**src/rtl/pwm_timer_pkg.sv**
```systemverilog
// Shared constants for the multi-channel PWM timer: operating modes and
// count direction.
package pwm_timer_pkg;

  localparam logic [1:0] MODE_STOP   = 2'b00;
  localparam logic [1:0] MODE_TIMER  = 2'b01;
  localparam logic [1:0] MODE_EDGE   = 2'b10;
  localparam logic [1:0] MODE_CENTER = 2'b11;

  typedef enum logic {
    DIR_UP   = 1'b0,
    DIR_DOWN = 1'b1
  } dir_e;

endpackage

```
**src/rtl/pwm_compare_channel.sv**
```systemverilog
// One PWM compare channel: shadowed compare value, comparison against the
// shared counter, polarity inversion and a registered output.
module pwm_compare_channel #(
  parameter int WIDTH = 16
) (
  input  logic             clk,
  input  logic             reset_n,
  input  logic             load,
  input  logic             idle,
  input  logic [WIDTH-1:0] cmp_in,
  input  logic [WIDTH-1:0] count,
  input  logic             polarity,
  output logic             pwm
);

  logic [WIDTH-1:0] cmp_sh_q, cmp_sh_d;
  logic             pwm_q, pwm_d;

  // Compare against the shadow, never the live input, so mid-period writes
  // cannot create runt pulses.
  always_comb begin
    cmp_sh_d = load ? cmp_in : cmp_sh_q;
    pwm_d    = idle ? polarity : ((count < cmp_sh_q) ^ polarity);
  end

  always_ff @(posedge clk or negedge reset_n) begin
    if (!reset_n) begin
      cmp_sh_q <= '0;
      pwm_q    <= 1'b0;
    end else begin
      cmp_sh_q <= cmp_sh_d;
      pwm_q    <= pwm_d;
    end
  end

  assign pwm = pwm_q;

endmodule

```
**src/rtl/pwm_timer_multi.sv**
```systemverilog
// Multi-channel timer/PWM: shared prescaler, period counter (up or up/down),
// shadowed period top and CH compare channels with a one-cycle update interrupt.
module pwm_timer_multi
  import pwm_timer_pkg::*;
#(
  parameter int CH         = 4,
  parameter int WIDTH      = 16,
  parameter int PRES_WIDTH = 16
) (
  input  logic                  clk,
  input  logic                  reset_n,
  input  logic [1:0]            mode,
  input  logic [PRES_WIDTH-1:0] prescaler,
  input  logic [WIDTH-1:0]      max_count,
  input  logic [CH*WIDTH-1:0]   compare,
  input  logic [CH-1:0]         polarity,
  output logic [CH-1:0]         pwm,
  output logic                  timer_int,
  output logic [WIDTH-1:0]      count
);

  logic [1:0]            mode_q;
  logic [PRES_WIDTH-1:0] pres_q, pres_d;
  logic [WIDTH-1:0]      count_q, count_d;
  logic [WIDTH-1:0]      max_sh_q, max_sh_d;
  dir_e                  dir_q, dir_d;
  logic                  int_q, int_d;
  logic                  mode_change, tick, update, load, idle;

  always_comb begin
    mode_change = (mode != mode_q);
    tick        = (pres_q == prescaler);
    pres_d      = pres_q;
    count_d     = count_q;
    dir_d       = dir_q;
    update      = 1'b0;
    if (mode_change || mode == MODE_STOP) begin
      pres_d  = '0;
      count_d = '0;
      dir_d   = DIR_UP;
    end else begin
      pres_d = tick ? '0 : pres_q + 1'b1;
      if (tick) begin
        if (mode == MODE_CENTER) begin
          // A zero top keeps the counter parked at 0 and going up.
          if (dir_q == DIR_UP) begin
            if (max_sh_q == '0) begin
              count_d = '0;
              update  = 1'b1;
            end else begin
              count_d = count_q + 1'b1;
              if (count_d == max_sh_q) dir_d = DIR_DOWN;
            end
          end else begin
            count_d = count_q - 1'b1;
            if (count_d == '0) begin
              dir_d  = DIR_UP;
              update = 1'b1;
            end
          end
        end else if (count_q == max_sh_q) begin
          count_d = '0;
          update  = 1'b1;
        end else begin
          count_d = count_q + 1'b1;
        end
      end
    end
    load     = mode_change || (mode == MODE_STOP) || update;
    idle     = mode_change || (mode == MODE_STOP) || (mode == MODE_TIMER);
    max_sh_d = load ? max_count : max_sh_q;
    int_d    = update;
  end

  always_ff @(posedge clk or negedge reset_n) begin
    if (!reset_n) begin
      mode_q   <= MODE_STOP;
      pres_q   <= '0;
      count_q  <= '0;
      max_sh_q <= '0;
      dir_q    <= DIR_UP;
      int_q    <= 1'b0;
    end else begin
      mode_q   <= mode;
      pres_q   <= pres_d;
      count_q  <= count_d;
      max_sh_q <= max_sh_d;
      dir_q    <= dir_d;
      int_q    <= int_d;
    end
  end

  for (genvar k = 0; k < CH; k++) begin : g_ch
    pwm_compare_channel #(.WIDTH(WIDTH)) u_ch (
      .clk      (clk),
      .reset_n  (reset_n),
      .load     (load),
      .idle     (idle),
      .cmp_in   (compare[k*WIDTH +: WIDTH]),
      .count    (count_q),
      .polarity (polarity[k]),
      .pwm      (pwm[k])
    );
  end

  assign count     = count_q;
  assign timer_int = int_q;

endmodule

```
**config.mk**
```make
export PLATFORM = sky130hd
export DESIGN_NAME = pwm_timer_multi
export DESIGN_NICKNAME = d
export VERILOG_FILES = /design/src/rtl/pwm_timer_pkg.sv /design/src/rtl/pwm_compare_channel.sv /design/src/rtl/pwm_timer_multi.sv
export SDC_FILE = /design/constraint.sdc
export NUM_CORES = 1
export LEC_CHECK = 0
export BUFFER_PORTS_ARGS = -buffer_cell sky130_fd_sc_hd__buf_2
export CORE_MARGIN = 1.5
export CORE_UTILIZATION = 45
export CTS_CLUSTER_SIZE = 12
export DETAILED_ROUTE_END_ITERATION = 10
export GPL_ROUTABILITY_DRIVEN = 0
export SYNTH_ARGS = -nofsm -noshare
export SYNTH_HDL_FRONTEND = slang
export SYNTH_SLANG_ARGS = --single-unit
```
**constraint.sdc**
```tcl
create_clock -name clk -period 3.7 [get_ports clk]
set_input_delay 0 -clock clk [delete_from_list [all_inputs] [get_ports clk]]
set_output_delay 0 -clock clk [all_outputs]
set_load 0.1 [all_outputs]
```
==> results of run 1 <==
## where the power goes
| group | switching, mW | internal, mW | total, mW | leakage, nW |
|---|---|---|---|---|
| Combinational | 0.438 | 0.374 | 0.812 | 4.00 |
| Sequential | 0.0896 | 1.43 | 1.52 | 1.47 |
| Clock | 0.625 | 1.03 | 1.66 | 0.274 |
| Total | 1.15 | 2.84 | 3.99 | 5.74 |
## path summary, 6_finish.rpt
path	from	end	slack, ns	depth (start not counted)
max	count[3]$_DFFE_PN0P_	g_ch[2].u_ch.cmp_sh_q[8]$_DFFE_PN0P_	0.75	7
min	reset_n	pres_q[9]$_DFF_PN0_	0.23	2
max reg2reg	count[3]$_DFFE_PN0P_	g_ch[2].u_ch.cmp_sh_q[8]$_DFFE_PN0P_	0.75	7
min reg2reg	pres_q[0]$_DFF_PN0_	pres_q[0]$_DFF_PN0_	0.55	1
max in group asynchronous	reset_n	max_sh_q[1]$_DFFE_PN0P_	2.51	3
min in group clk	mode[0]	mode_q[0]$_DFF_PN0_	0.30	2
## sequential cells by signal (all words and copies together), names as in the netlist
signal	count
mode_q	2
g_ch.u_ch.cmp_sh_q	64
g_ch.u_ch.pwm	4
dir_q	1
count	16
max_sh_q	16
pres_q	16
timer_int	1
## through the flow
stage          util (%)  power (mW)  std cells  setup WS (ns)
2_1_floorplan         -       2.019       1280         0.2379
4_1_cts           55.99       4.011       1766         0.7499
3_5_place_dp      49.84       2.275       1649         0.7457
3_3_place_gp      49.84       2.249       1649         0.8510
6_report          55.99       3.990       1766         0.7526
5_1_grt           55.99       4.185       1766         0.5377
## final cells by class
type	instances	area, sq um
sequential	120	3003
clock buffer	22	474.2
timing repair buffer	258	1972
multi-input combinational	965	6918
fill	2151	10330
clock inverter	8	97.59
inverter	74	277.8
tap	319	399.1
## kinds of logic (layout without fill, tap and decap cells)
group / after synthesis / count (layout)
mux: 5 / 5
flops: 120 / 120
simple gates: 464 / 464
buf+inv: 195 / 362
xor+xnor: 62 / 62
fa+ha+maj: 64 / 64
compound gates: 370 / 370
## Yosys cell counts, types with 7 or more instances
cell	number
nor3_1	16
nor2_1	39
a21o_1	17
o21ai_0	93
xor2_1	35
nand3_1	30
a31oi_1	83
buf_2	7
a211o_1	8
o311ai_2	79
and4_1	9
nor4_1	18
inv_1	74
ha_1	64
nand4_1	102
nand2b_1	9
clkbuf_1	95
a21oi_1	23
xnor2_1	26
buf_12	9
dfrtp_1	120
and3_1	16
nand2_1	195
## metal layers
metal / GRT usage [%] / vias up
met3: 3.805 / 52
met4: 9.928 / 0
met2: 44.19 / 430
met5: 0 / -
met1: 38.29 / 5231
li1: - / 5141
==> results.toml, run 1 <==
[status]
run_status = "complete, no violations"

[pwr]
vdd_ir_drop_max_mv = 0.2039
power_density_nw_per_um2 = 303.6
cellLeakagePower_nw = 5.740

[timing]
setup_tns_ns = 0
hold_ws_ns = 0.2305
worst_clk_skew_ns = 0.01247
pin_slew_with_the_least_headroom_to_its_limit_ns = 1.054
achievable-frequency_mhz = 339.3
rsz0062_at_grt = "no"
setup_viol_count_final = 0
drv_slew = 0
slew_headroom_pct = 29.49
layout_worst_path_cycle_share_pct = 79.66
timing.final.crit_period_ns = 2.947
report.final.hold_viol_count = 0

[synth]
synthesis.instances = 1280
synth_sequential_area_ratio_pct = 27.84
synth-async-reset-ratio_pct = 100.0
synth_compound_gate_area_share_pct = 29.10
synth-warning-count = 0
synthMuxAreaShare_pct = 0.4639
synthAdderAreaFrac_pct = 7.423
synth.largest_area_cell = "dfrtp_1"
yosys.area.top_type_share_pct = 27.84
synthesis.nets = 1448
synth_simple_gate_area_share_pct = 21.57
average_size_of_a_mapped_cell_sq_um = 8.428
synth_area_sq_um = 10790
synthFlopType = "dfrtp_1"
synth-edff-count = 0
synth-xor-area-share_pct = 5.103
post_synthesis_sequential_element_count = 120
synth_top_family_by_area = "compound AO/OA/AOI/OAI gates"
yosys.cell_types.count = 72
leading_post_synthesis_cells_by_cell_area = "dfrtp_1 28%, o311ai_2 12%, ha_1 7.4%"

[placed_design]
place_hpwl_um = 22710
detailed_place.area_sq_um = 11700
portBuffers = 124

[cells_and_area]
layout-drive-gt1-share_pct = 20.46
final_common_cell = "nand2_1"
most-common-layout-cells = "195 x nand2_1, 123 x buf_2, 120 x dfrtp_1"
syn_to_final_growth_pct = 21.82
n_antenna_cell = 0
stdcell_area_sq_um = 13140
layout.nets = 1604

[clocking]
cts_repair_resize_count = 0
clock_path_buffers = 2
cts_hold_repair.buffers = 87
clock_sinks = 120
htree_levels = 4
clk_pin_slew_ns = 0.06
cts.root.buffer_cell = "clkbuf_16"
cts_made_buffers = 17
cts.repair_timing.setup_buffer_count = 0
clk-insertion-delay-late_ns = 0.42
cts_tree = "yes"

[die]
floorplan.rows = 56
die_height_um = 157.8
start_util_pct = 45.96
fp.dieW_um = 157.8
die_area_sq_um = 24910
num_io_pins = 125
fp.coreArea_sq_um = 23470

[detailed_routing]
first_pass_iters = 5
totalWireLength_um = 34270
routed-wl-met2_um = 15740
length_of_routed_wiring_on_met1_um = 15570
route.met3.wl_um = 2133
highest_layer = "met4"
routed_wire_length_per_instance_um = 19.41
dr_total_vias = 10850
vias_per_cell = 6.146
drt_drc_violations_left = 0
postRouteAntennaNets = 0
drt_iter0_markers = 822

[critical_path]
worstPathArrival_ns = 3.26
cp_num_buf_inv = 1
worst_setup_path_start_kind = "register"
cp_top_family = "simple AND/OR/NAND/NOR gates"
worst-path-max-fanout = 31
path_class = "register to register"
sequence_of_cells_on_the_critical_path = "xor2_1 > or2_1 > nor4_1 > a21o_4 > buf_4 > a31oi_1 > o311ai_2"
worstSetupEndpointType = "register"
timing.critical_path.slowest_stage_cell = "dfrtp_1"
cp.required_ns = 4.01
critPathMaxStageDelay_ns = 0.66

[global_route]
grt_max_degree = 82
grt_antenna_before_repair = 0
number_of_global_route_vias_before_repair = 10060
grt_pass1_wl_um = 54220
grt_usage_pct = 27.74
globalRoute.totalOverflow = 0

[job]
max_cap_viol_count = 0

[hold_path]
hp-class = "input pin to async pin"
No activity file was read; power rests on OpenSTA's default activity.
==> run 2, diff against run 1 <==
==> constraint.sdc (replaced) <==
create_clock -name clk -period 3 [get_ports clk]
set_input_delay 0 -clock clk [delete_from_list [all_inputs] [get_ports clk]]
set_output_delay 0 -clock clk [all_outputs]
set_load 0.1 [all_outputs]
==> results.toml, run 2 (synthesized netlist as in run 1, its figures left out) <==
[critical_path]
path_class = "register to register"
worstSetupEndpointType = "register"
worst_setup_path_start_kind = "register"
worst-path-max-fanout = 14
cp.required_ns = 3.29
worstPathArrival_ns = 3.09

[pwr]
power_density_nw_per_um2 = 391.0
cellLeakagePower_nw = 5.852
vdd_ir_drop_max_mv = 0.2615
p_total_mw = 5.231

[job]
max_cap_viol_count = 0

[timing]
report.final.hold_viol_count = 0
rsz0062_at_grt = "no"
layout_worst_path_cycle_share_pct = 93.34
setup_tns_ns = 0
pin_slew_with_the_least_headroom_to_its_limit_ns = 0.9678
worst_clk_skew_ns = 0.01441
slew_headroom_pct = 35.24
hold_ws_ns = 0.1280
achievable-frequency_mhz = 357.1
timing.final.crit_period_ns = 2.800
fin_ws_ns = 0.1998
drv_slew = 0
setup_viol_count_final = 0

[detailed_routing]
first_pass_iters = 5
postRouteAntennaNets = 0
drt_drc_violations_left = 0
routed_wire_length_per_instance_um = 19.40
dr_total_vias = 10880
drt_iter0_markers = 805
totalWireLength_um = 34560
vias_per_cell = 6.109

[placed_design]
pre_cts_slack_ns = 0.2535
portBuffers = 124
place_hpwl_um = 22940
placed_cells_incl_taps = 1662

[cells_and_area]
final_common_cell = "nand2_1"
largest_reg_flops = 64
layout-drive-gt1-share_pct = 21.96
syn_to_final_growth_pct = 24.01
number_of_fill_cells_in_the_layout = 2095
most-common-layout-cells = "195 x nand2_1, 123 x buf_2, 111 x dfrtp_1"
final_standard_cell_count_with_taps_included_and_fillers_excluded = 1781
largest_register = "g_ch.u_ch.cmp_sh_q"
layout.nets = 1617
n_antenna_cell = 0

[clocking]
cts_tree = "yes"
clock_path_buffers = 2
clock_sinks = 120
cts.repair_timing.setup_buffer_count = 0
htree_levels = 4
cts.root.buffer_cell = "clkbuf_16"
clk_pin_slew_ns = 0.06
cts_hold_repair.buffers = 87
clk-insertion-delay-late_ns = 0.43
cts_made_buffers = 17
cts_repair_resize_count = 0

[die]
floorplan.rows = 56
start_util_pct = 45.96
die_height_um = 157.8
fp.dieW_um = 157.8
num_io_pins = 125
fp.coreArea_sq_um = 23470
die_area_sq_um = 24910

[global_route]
grt_util_met2_pct = 44.67
groute.layer.met3.usage_pct = 4.298
globalRouteMet1Util_pct = 38.49
grt_max_degree = 85
grt_antenna_before_repair = 0
globalRoute.totalOverflow = 0
grt_pass1_wl_um = 54830
grt_usage_pct = 28.14
global_route.peak_usage_layer = "met2"
number_of_global_route_vias_before_repair = 10180

[hold_path]
hp-class = "input pin to async pin"

[status]
run_status = "complete, no violations"
-- run 2: path summary, 6_finish.rpt --
path	start	to	slack (ns)	cells past startpoint
max in group asynchronous	reset_n	count[4]$_DFFE_PN0P_	2.03	3
hold / removal	reset_n	pres_q[8]$_DFF_PN0_	0.13	2
hold reg to reg	pres_q[0]$_DFF_PN0_	pres_q[0]$_DFF_PN0_	0.56	1
min in group clk	mode[1]	mode_q[1]$_DFF_PN0_	0.29	2
setup reg to reg	count[1]$_DFFE_PN0P_	g_ch[0].u_ch.cmp_sh_q[11]$_DFFE_PN0P_	0.20	9
setup / recovery	count[1]$_DFFE_PN0P_	g_ch[0].u_ch.cmp_sh_q[11]$_DFFE_PN0P_	0.20	9
-- run 2: worst max-delay path, cell delays in order, from the launching register on --
cell	delay (ns)
dfrtp_4	0.52
inv_1	0.13
ha_1	0.34
nand3b_1	0.11
o21ai_0	0.09
or3b_1	0.40
a211oi_4	0.32
and2_4	0.31
buf_4	0.31
o311ai_2	0.13
-- run 2: power breakdown --
part | total [mW] | internal (mW) | leakage (nW) | switching, mW
Sequential | 1.87 | 1.76 | 1.45 | 0.107
Combinational | 1.01 | 0.470 | 4.07 | 0.540
Clock | 2.35 | 1.54 | 0.323 | 0.809
-- run 2: area by class of cell --
| cell class | instances | area, sq um | share of cell area, % |
|---|---|---|---|
| multi-input combinational | 965 | 6910 | 51.66 |
| clock inverter | 11 | 193.9 | 1.450 |
| clock buffer | 21 | 470.5 | 3.517 |
| inverter | 74 | 277.8 | 2.076 |
| sequential | 120 | 3019 | 22.57 |
| timing repair buffer | 271 | 2107 | 15.75 |
| tap | 319 | 399.1 | 2.984 |
-- run 2: routing by layer --
metal / vias up / share of wire (%)
li1: 5154 / -
met1: 5290 / 45
met2: 384 / 46
met3: 52 / 5.9
met4: 0 / 2.8
met5: - / 0
-- run 2: metrics by stage --
step | util, % | instance area, sq um
final | 56.99 | 13380
after detailed placement | 50.45 | 11840
after global routing | 56.99 | 13380
after CTS | 56.99 | 13380
after floorplan | - | 10810
after global placement | 50.45 | 11840
==> run 3, diff against run 2 <==
--- a/config.mk
+++ b/config.mk
@@ -5,12 +5,14 @@
 export SDC_FILE = /design/constraint.sdc
 export NUM_CORES = 1
 export LEC_CHECK = 0
+export ABC_AREA = 1
 export BUFFER_PORTS_ARGS = -buffer_cell sky130_fd_sc_hd__buf_2
 export CORE_MARGIN = 1.5
 export CORE_UTILIZATION = 45
 export CTS_CLUSTER_SIZE = 12
 export DETAILED_ROUTE_END_ITERATION = 10
 export GPL_ROUTABILITY_DRIVEN = 0
+export PLACE_DENSITY = 0.65
 export SYNTH_ARGS = -nofsm -noshare
 export SYNTH_HDL_FRONTEND = slang
 export SYNTH_SLANG_ARGS = --single-unit
==> results.toml, run 3 <==
[detailed_routing]
dr_total_vias = 8190
routed_wire_length_per_instance_um = 15.19
vias_per_cell = 5.141
totalWireLength_um = 24200
drt_iter0_markers = 554
drt_drc_violations_left = 0
postRouteAntennaNets = 0
first_pass_iters = 5

[cells_and_area]
multi_input_comb_area_sq_um = 4439
largest_register = "g_ch.u_ch.cmp_sh_q"
area.sequential_sq_um = 3003
largest_reg_flops = 64
layout.nets = 1519
layout-drive-gt1-share_pct = 15.40
most-common-layout-cells = "362 x nand2_1, 140 x inv_1, 123 x buf_2"
utilization_pct = 59.09
number_of_fill_cells_in_the_layout = 1679
final_common_cell = "nand2_1"
stdcell_area_sq_um = 10650
n_antenna_cell = 0
syn_to_final_growth_pct = 28.46

[timing]
setup_tns_ns = 0
drv_slew = 0
achievable-frequency_mhz = 384.8
fin_ws_ns = 0.4011
layout_worst_path_cycle_share_pct = 86.63
worst_clk_skew_ns = 0.01062
setup_viol_count_final = 0
report.final.hold_viol_count = 0
pin_slew_with_the_least_headroom_to_its_limit_ns = 0.7161
rsz0062_at_grt = "no"
slew_headroom_pct = 52.26
timing.final.crit_period_ns = 2.599

[synth]
post_synthesis_sequential_element_count = 120
synth.most_common_cell = "nand2_1"
synth.largest_area_cell = "dfrtp_1"
synth-warning-count = 0
yosys.cell_types.count = 40
synthFlopType = "dfrtp_1"
synthTopCellsByCount = "362 x nand2_1, 140 x inv_1, 120 x dfrtp_1"
leading_post_synthesis_cells_by_cell_area = "dfrtp_1 36%, nand2_1 16%, ha_1 9.7%"
synth-edff-count = 0
synth-async-reset-ratio_pct = 100.0
synthesis.nets = 1307
average_size_of_a_mapped_cell_sq_um = 7.280
synth_area_sq_um = 8292
synth_sequential_area_ratio_pct = 36.22
synthesis.instances = 1139
yosys.area.top_type_share_pct = 36.22

[placed_design]
detailed_place.area_sq_um = 9165
place_hpwl_um = 16590
pre_cts_slack_ns = 0.3088
portBuffers = 124

[global_route]
grt_pass1_wl_um = 39800
number_of_global_route_vias_before_repair = 8134
grt_antenna_before_repair = 0
grt_usage_pct = 25.97
globalRoute.totalOverflow = 0
grt_max_degree = 83

[job]
max_cap_viol_count = 0

[die]
fp.dieW_um = 138.7
floorplan.rows = 49
num_io_pins = 125
start_util_pct = 46.00
die_area_sq_um = 19250
fp.coreArea_sq_um = 18020
die_height_um = 138.7

[pwr]
pwr-share-comb_pct = 14.4
cellLeakagePower_nw = 5.711
clock_power_share_pct = 46.3
power_density_nw_per_um2 = 434.5
swShare_pct = 27.40
p_total_mw = 4.628
total_switching_power_mw = 1.268
share_seq_of_total_power_pct = 39.3
internal_cell_power_mw = 3.360
vdd_ir_drop_max_mv = 0.3896

[clocking]
cts_made_buffers = 17
clock_sinks = 120
cts.root.buffer_cell = "clkbuf_16"
cts_tree = "yes"
clk-insertion-delay-late_ns = 0.43
htree_levels = 4
clock_path_buffers = 2
clk_pin_slew_ns = 0.06

[critical_path]
cp_num_buf_inv = 2
timing.critical_path.from = "count[5]$_DFFE_PN0P_"
worst-path-max-fanout = 62
sequence_of_cells_on_the_critical_path = "buf_4 > xnor2_1 > and2_1 > nand4_1 > nor2_1 > nand2_1 > nand2_1 > nand2_2 > buf_4 > nand4_1 > nand2_1"
timing.critical_path.slowest_stage_cell = "dfrtp_1"
critPathMaxStageDelay_ns = 0.69
path_class = "register to register"
cp.required_ns = 3.36
cp_top_family = "simple AND/OR/NAND/NOR gates"
worstPathArrival_ns = 2.96
worstReg2RegStart = "count[5]$_DFFE_PN0P_"
worstSetupEndpointType = "register"
crit_path_top_cell_by_count = "nand2_1"
worst_setup_path_start_kind = "register"

[hold_path]
hp-class = "input pin to async pin"

[status]
run_status = "complete, no violations"
==> run 3: changes by cell type after synthesis, sizes merged, moves of 17 or more <==
cell    before  now
o21ai       99   36
clkbuf      95   10
a21o        17    0
o311ai      80    0
nor2        39   89
inv         74  146
nand2      195  363
a21oi       23   51
a31oi       83    0
==> run 3: worst paths after layout <==
check / cells past startpoint / endpoint / slack [ns]
worst max-delay path: 11 / g_ch[1].u_ch.cmp_sh_q[0]$_DFFE_PN0P_ / 0.40
worst min-delay path: 2 / pres_q[1]$_DFF_PN0_ / 0.13
worst max register to register: 11 / g_ch[1].u_ch.cmp_sh_q[0]$_DFFE_PN0P_ / 0.40
worst min register to register: 1 / pres_q[0]$_DFF_PN0_ / 0.51
max in group asynchronous: 3 / g_ch[1].u_ch.cmp_sh_q[11]$_DFFE_PN0P_ / 2.11
min in group clk: 4 / g_ch[0].u_ch.cmp_sh_q[11]$_DFFE_PN0P_ / 0.29
==> run 3: what timing repair did <==
action / in CTS / in global routing
hold endpoints to repair: 128 / 0
gates resized for setup: 0 / 1
hold buffers: 87 / 0
setup buffers: 0 / 0
endpoints found under the setup margin: 0 / 58
==> run 3: power by group through the flow <==
| stage | Combinational [mW] | Sequential, mW | Clock (mW) |
|---|---|---|---|
| after floorplan | 0.386 | 1.82 | 0 |
| after global placement | 0.565 | 1.84 | 0 |
| after detailed placement | 0.580 | 1.84 | 0 |
| after CTS | 0.669 | 1.82 | 2.17 |
| after global routing | 0.766 | 1.83 | 2.25 |
| final | 0.668 | 1.82 | 2.14 |
==> run 3: through the flow <==
| stage | hold slack [ns] | cells |
|---|---|---|
| after global placement | 0.03886 | 1474 |
| after floorplan | -0.2956 | 1139 |
| after CTS | 0.1543 | 1593 |
| after detailed placement | 0.04758 | 1474 |
| final | 0.1310 | 1593 |
| after global routing | 0.1872 | 1593 |
==> run 3: cell families (layout without fill, tap and decap cells) <==
group | Yosys count | after routing | share of synthesized area (%)
XOR/XNOR | 40 | 40 | 4.225
flip-flops | 120 | 120 | 36.22
AO/OA/AOI/OAI | 106 | 106 | 6.956
buffers and inverters | 197 | 422 | 10.41
AND/OR/NAND/NOR | 612 | 612 | 32.53
adder cells (fa/ha/maj) | 64 | 64 | 9.657
==> run 3: layout make-up <==
type	count	area share, %
sequential	120	28.19
multi-input combinational	822	41.68
clock inverter	14	1.621
clock buffer	18	4.123
timing repair buffer	242	16.48
tap	229	2.690
inverter	148	5.216
==> run 3: routing by layer <==
metal	GRT usage, %	wire [um]	vias to the layer above	part of all wire (%)
met4	11.02	717	0	3.0
met3	4.593	1272	56	5.3
met2	41.95	11230	277	46
met5	0	0	-	0
li1	-	-	4131	-
met1	34.47	10990	3726	45
